<file path="src/rtl/clk_src_ctrl_pkg.sv">
// Shared types and constants for the MMCM clock-source supervisor.
package clk_src_ctrl_pkg;

  typedef enum logic [1:0] {
    ST_RESET     = 2'd0,
    ST_WAIT_LOCK = 2'd1,
    ST_RUN       = 2'd2,
    ST_FAULT     = 2'd3
  } state_t;

  localparam logic CLKSEL_EXT = 1'b1;
  localparam logic CLKSEL_INT = 1'b0;

  function automatic logic [15:0] sat_inc16(input logic [15:0] value);
    return (value == 16'hFFFF) ? value : value + 16'd1;
  endfunction

endpackage

</file>
<file path="src/rtl/clk_holdoff_filter.sv">
// Declares the external clock usable only after it has been running
// for HOLDOFF_CYCLES consecutive cycles without a stop indication.
module clk_holdoff_filter #(
  parameter int HOLDOFF_CYCLES = 1000000,
  parameter int CNT_W          = 24
) (
  input  logic clk,
  input  logic aresetn,
  input  logic ext_stopped,
  output logic ext_ok
);

  localparam logic [CNT_W-1:0] HOLD_MAX = CNT_W'(HOLDOFF_CYCLES);

  logic [CNT_W-1:0] hold_cnt;

  always_ff @(posedge clk or negedge aresetn) begin
    if (!aresetn) begin
      hold_cnt <= '0;
    end else if (ext_stopped) begin
      hold_cnt <= '0;
    end else if (hold_cnt != HOLD_MAX) begin
      hold_cnt <= hold_cnt + 1'b1;
    end
  end

  assign ext_ok = (hold_cnt == HOLD_MAX);

endmodule

</file>
<file path="src/rtl/clk_src_ctrl.sv">
// Supervisory FSM for the clock-mux MMCM: picks CLKINSEL, pulses the MMCM
// reset, waits for LOCKED with bounded retries and latches a fault.
module clk_src_ctrl
  import clk_src_ctrl_pkg::*;
#(
  parameter int RST_CYCLES     = 16,
  parameter int LOCK_TIMEOUT   = 100000,
  parameter int HOLDOFF_CYCLES = 1000000,
  parameter int MAX_RETRY      = 3,
  parameter int CNT_W          = 24
) (
  input  logic        clk,
  input  logic        aresetn,
  input  logic        ext_stopped,
  input  logic        int_select,
  input  logic        mmcm_locked,
  input  logic        clear_fault,
  output logic        clkinsel,
  output logic        mmcm_reset,
  output logic        locked_out,
  output logic        fault,
  output logic [1:0]  state_out,
  output logic [15:0] switch_count
);

  localparam int               RETRY_W   = $clog2(MAX_RETRY + 1);
  localparam logic [CNT_W-1:0] RST_LAST  = CNT_W'(RST_CYCLES - 1);
  localparam logic [CNT_W-1:0] LOCK_LAST = CNT_W'(LOCK_TIMEOUT - 1);
  localparam logic [RETRY_W-1:0] RETRY_MAX = RETRY_W'(MAX_RETRY);

  state_t             state;
  logic [CNT_W-1:0]   timer;
  logic [RETRY_W-1:0] retry;
  logic [RETRY_W-1:0] retry_next;
  logic               ext_ok;
  logic               target;
  logic               lock_meta;
  logic               lock_sync;

  clk_holdoff_filter #(
    .HOLDOFF_CYCLES (HOLDOFF_CYCLES),
    .CNT_W          (CNT_W)
  ) u_holdoff (
    .clk         (clk),
    .aresetn     (aresetn),
    .ext_stopped (ext_stopped),
    .ext_ok      (ext_ok)
  );

  // Two-stage synchronizer for the asynchronous LOCKED output.
  always_ff @(posedge clk or negedge aresetn) begin
    if (!aresetn) begin
      lock_meta <= 1'b0;
      lock_sync <= 1'b0;
    end else begin
      lock_meta <= mmcm_locked;
      lock_sync <= lock_meta;
    end
  end

  assign target     = ext_ok && !int_select;
  assign retry_next = retry + 1'b1;

  always_ff @(posedge clk or negedge aresetn) begin
    if (!aresetn) begin
      state        <= ST_RESET;
      timer        <= '0;
      retry        <= '0;
      clkinsel     <= CLKSEL_INT;
      switch_count <= '0;
    end else begin
      case (state)
        ST_RESET: begin
          if (target != clkinsel) begin
            clkinsel     <= target;
            timer        <= '0;
            switch_count <= sat_inc16(switch_count);
          end else if (timer == RST_LAST) begin
            state <= ST_WAIT_LOCK;
            timer <= '0;
          end else begin
            timer <= timer + 1'b1;
          end
        end
        ST_WAIT_LOCK: begin
          if (target != clkinsel) begin
            state        <= ST_RESET;
            clkinsel     <= target;
            timer        <= '0;
            switch_count <= sat_inc16(switch_count);
          end else if (lock_sync) begin
            state <= ST_RUN;
            retry <= '0;
            timer <= '0;
          end else if (timer == LOCK_LAST) begin
            retry <= retry_next;
            timer <= '0;
            state <= (retry_next == RETRY_MAX) ? ST_FAULT : ST_RESET;
          end else begin
            timer <= timer + 1'b1;
          end
        end
        ST_RUN: begin
          // A source change outranks lock loss so it is counted exactly once.
          if (target != clkinsel) begin
            state        <= ST_RESET;
            clkinsel     <= target;
            timer        <= '0;
            switch_count <= sat_inc16(switch_count);
          end else if (!lock_sync) begin
            state <= ST_RESET;
            timer <= '0;
          end
        end
        ST_FAULT: begin
          if (clear_fault || (target != clkinsel)) begin
            state    <= ST_RESET;
            clkinsel <= target;
            retry    <= '0;
            timer    <= '0;
            if (target != clkinsel) begin
              switch_count <= sat_inc16(switch_count);
            end
          end
        end
        default: state <= ST_RESET;
      endcase
    end
  end

  assign mmcm_reset = (state == ST_RESET) || (state == ST_FAULT);
  assign fault      = (state == ST_FAULT);
  assign locked_out = (state == ST_RUN) && lock_sync;
  assign state_out  = state;

endmodule

</file>
<file path="config.mk">
export PLATFORM = sky130hd
export DESIGN_NAME = clk_src_ctrl
export DESIGN_NICKNAME = d
export VERILOG_FILES = /design/src/rtl/clk_src_ctrl_pkg.sv /design/src/rtl/clk_holdoff_filter.sv /design/src/rtl/clk_src_ctrl.sv
export SDC_FILE = /design/constraint.sdc
export NUM_CORES = 1
export LEC_CHECK = 0
export CORE_MARGIN = 10
export CORE_UTILIZATION = 45
export DETAILED_ROUTE_END_ITERATION = 12
export GPL_ROUTABILITY_DRIVEN = 1
export MAX_ROUTING_LAYER = met4
export PLACE_DENSITY = 0.61
export SYNTH_ARGS = -nofsm -noshare
export SYNTH_HDL_FRONTEND = slang
export SYNTH_SLANG_ARGS = --single-unit
</file>
<file path="constraint.sdc">
create_clock -name clk -period 5.58 [get_ports clk]
set_input_delay 1.116 -clock clk [delete_from_list [all_inputs] [get_ports clk]]
set_output_delay 1.116 -clock clk [all_outputs]
set_load 0.03 [all_outputs]
</file>
==> metrics.csv <==
stage;metric;value;unit
run;maxcap violations;0;
synthesis;cells after synthesis;403;
power_and_ir_drop;peak supply drop;232;uV
clock_tree;CTS tree;built;
floorplanning;# IOs;28;
routing;drt pass-1 iters;4;
synthesis;mapped cell area;0.00391;sq mm
worst_setup_path;CP Capture Type;flop;
routing;Total Wirelength;8.58;mm
final_layout;synthesis-to-finish area growth;14.5;%
run_status;status;finished, final reports clean;
power_and_ir_drop;PwrDens;294;mW/mm^2
synthesis;Synth async-reset ratio;100;%
clock_tree;post_cts resized;0;
clock_tree;clk buf depth;2;
clock_tree;CTS Hold Bufs;0;
worst_setup_path;critical path startpoint category;flop;
place;HPWL Detailed;5.94;mm
timing;Clock Skew;8.34;ps
power_and_ir_drop;internal power;891;uW
power_and_ir_drop;Switching Share;32.3;%
timing;fmax;275;MHz
final_layout;fillers;788;
power_and_ir_drop;Combinational Power Share;25.2;%
timing;final hold vios;0;
synthesis;Top FF cell, synth;dfrtp_1;
synthesis;Net Count, Synth;419;
worst_setup_path;reg-to-reg slack, setup;1950;ps
power_and_ir_drop;Pleak;1.88;nW
clock_tree;post-CTS setup buffer count;0;
timing;min setup slack post-route;1950;ps
clock_tree;Clock Pin Slew Worst Setup and Hold Paths;70;ps
timing;Rel. slew slack;40.8;%
timing;Tmin final;3630;ps
routing;vias;3081;
final_layout;layout net count;449;
worst_setup_path;crit-path cells;inv_1, ha_1, or4bb_1, or4_4, o31a_4, a211oi_2, buf_4, or4b_1, o21ai_1;
place;port bufs;27;
routing;mean routed wirelength per cell;15.8;um
global_route;initial antenna violation count;0;
floorplanning;DIE AREA;0.0128;sq mm
worst_hold_path;Hold Crit Class;reg2reg;
timing;# setup viols final;0;
synthesis;Synth Register Bits;71;
place;global placement routability congestion;0.796;
worst_setup_path;Crit Path Category;reg2reg;
floorplanning;Core ar.;0.00834;sq mm
timing;final setup TNS;0;ps
final_layout;fin cells;542;
worst_setup_path;Worst path max stage delay;560;ps
floorplanning;die width;113;um
final_layout;n_diodes;0;
timing;worst hold slack;355;ps
synthesis;post-synthesis average cell area;9.70;sq um
worst_setup_path;CP Data Arrival Time;3900;ps
floorplanning;Rows;33;
global_route;largest net degree at the start of global routing;40;
power_and_ir_drop;sequential power share;43.0;%
routing;Post-route DRC;0;
global_route;vias in the first global route;3149;
timing;RSZ-0062 raised after global routing;false;
final_layout;commonest non-fill, non-tap cells in the layout;dfrtp_1 (71), nand3_1 (50), nor2_1 (38);
timing;Tcrit/Tclk final;65.1;%
final_layout;ratio of cells with drive above 1 in the final layout;7.55;%
routing;Starting DRT DRC Count;177;
final_layout;Final Util;53.7;%
synthesis;post-synthesis sequential area ratio;45.4;%
timing;Least-Margin Pin Slew;889;ps
synthesis;Ys Warns;0;
global_route;global-route wire length before repair;15.1;mm
routing;Vias per Instance;5.68;
clock_tree;Sink Count;71;
clock_tree;CTS H-tree lvls;3;
synthesis;Yosys cell types;61;
worst_setup_path;Slowest cell on crit path;or4_4;
final_layout;register area;0.00178;sq mm
power_and_ir_drop;clock share of power;31.7;%
clock_tree;total CTS buffers;9;
place;Post-Place Worst Slack;1830;ps
floorplanning;Die Ht;113;um
floorplanning;Initial Util;46.9;%
global_route;Remaining Overflow, GRT;0;
final_layout;most common cell after layout, fill and taps aside;dfrtp_1;
clock_tree;CTS Root Cell;clkbuf_8;
place;placed cell count;527;
synthesis;Post-synth EDFFs;0;
global_route;aggregate global-route resource usage;14.4;%
routing;Final ANT Viol Nets;0;
final_layout;Multi-input gate area;0.00202;sq mm
power_and_ir_drop;Psw;426;uW
worst_setup_path;Crit path required time;5850;ps
timing;Max Slew Vio Count;0;
clock_tree;Clk Latency, worst-skew pair;340;ps
worst_setup_path;Worst Path Max Fanout;23;
## cells by family after synthesis
family                     synth area share, %
buffers and inverters                     2.82
DFF                                       45.4
and+or+nand+nor                           28.6
xor gates and xnor gates                  8.29
muxes                                     1.86
adders and majority gates                 3.20
AOI/OAI and AO/OA                         9.82
## per-stage QoR
stage,total power [mW],cell area [sq um]
after floorplan,0.820,3910
after global placement,0.907,4280
after global routing,1.40,4480
after detailed placement,0.912,4280
final,1.32,4480
after CTS,1.34,4480
## Yosys cell counts, types with 3 or more instances
cell      number  area (sq um)
a21boi_0       3          22.5
a21o_1         3          22.5
a22o_1         4          35.0
a22oi_1        3          22.5
and2_1         3          18.8
and3_1         9          56.3
and4_1         8          70.1
buf_2          4          20.0
clkbuf_1       5          18.8
dfrtp_1       71          1780
ha_1          10           125
inv_1         14          52.6
nand2_1       33           124
nand3_1       50           250
nand4_1       17           106
nor2_1        38           143
nor2b_1        6          37.5
nor3_1         9          45.0
nor3b_1        4          30.0
nor4_1         7          43.8
o211ai_1       3          22.5
o21ai_1        3          15.0
o311ai_1       5          43.8
o31ai_1        5          37.5
or3_1          4          25.0
xnor2_1       22           193
xor2_1        15           131
## power groups by stage
| stage | combinational [mW] | clock, mW | sequential [mW] |
|---|---|---|---|
| global placement | 0.332 | 0 | 0.575 |
| global route | 0.371 | 0.456 | 0.570 |
| CTS | 0.337 | 0.435 | 0.567 |
| detailed placement | 0.336 | 0 | 0.576 |
| finish | 0.332 | 0.418 | 0.567 |
| floorplan | 0.239 | 0 | 0.581 |
## final timing paths
kind	from	endpoint	cells after the start
max	u_holdoff.hold_cnt[0]	timer[16]	9
min	lock_meta	lock_sync	0
max reg2reg	u_holdoff.hold_cnt[0]	timer[16]	9
min reg2reg	lock_meta	lock_sync	0
max in group asynchronous	aresetn	state_out[0]	2
min in group asynchronous	aresetn	u_holdoff.hold_cnt[2]	1
## critical path, delay by kind of cell (launching register included)
family / cells / cell delay (ps)
AOI/OAI and AO/OA: 3 / 980
and+or+nand+nor: 3 / 1510
adders and majority gates: 1 / 180
DFF: 1 / 410
buffers and inverters: 2 / 470
## cell type report
class	instances	share of cell area (%)
Multi-Input combinational cell	306	45.2
Clock buffer	12	3.47
Tap cell	105	2.93
Sequential cell	71	39.7
Timing Repair Buffer	31	6.60
Clock inverter	3	0.950
Inverter	14	1.17
## layer usage
metal  GRT usage (%)  vias to the layer above  routed length (um)
met5               -                        -                   0
li1                -                     1525                   -
met1            17.4                     1506                4140
met2            22.6                       36                4060
met4            5.41                        0                 127
met3            4.01                       14                 259
## registers in the layout (all words and copies together) (netlist names)
name	flops
timer	24
retry	2
switch_count	16
clkinsel	1
lock_sync	1
lock_meta	1
u_holdoff.hold_cnt	24
state_out	2
No activity file was read; power rests on OpenSTA's default activity.
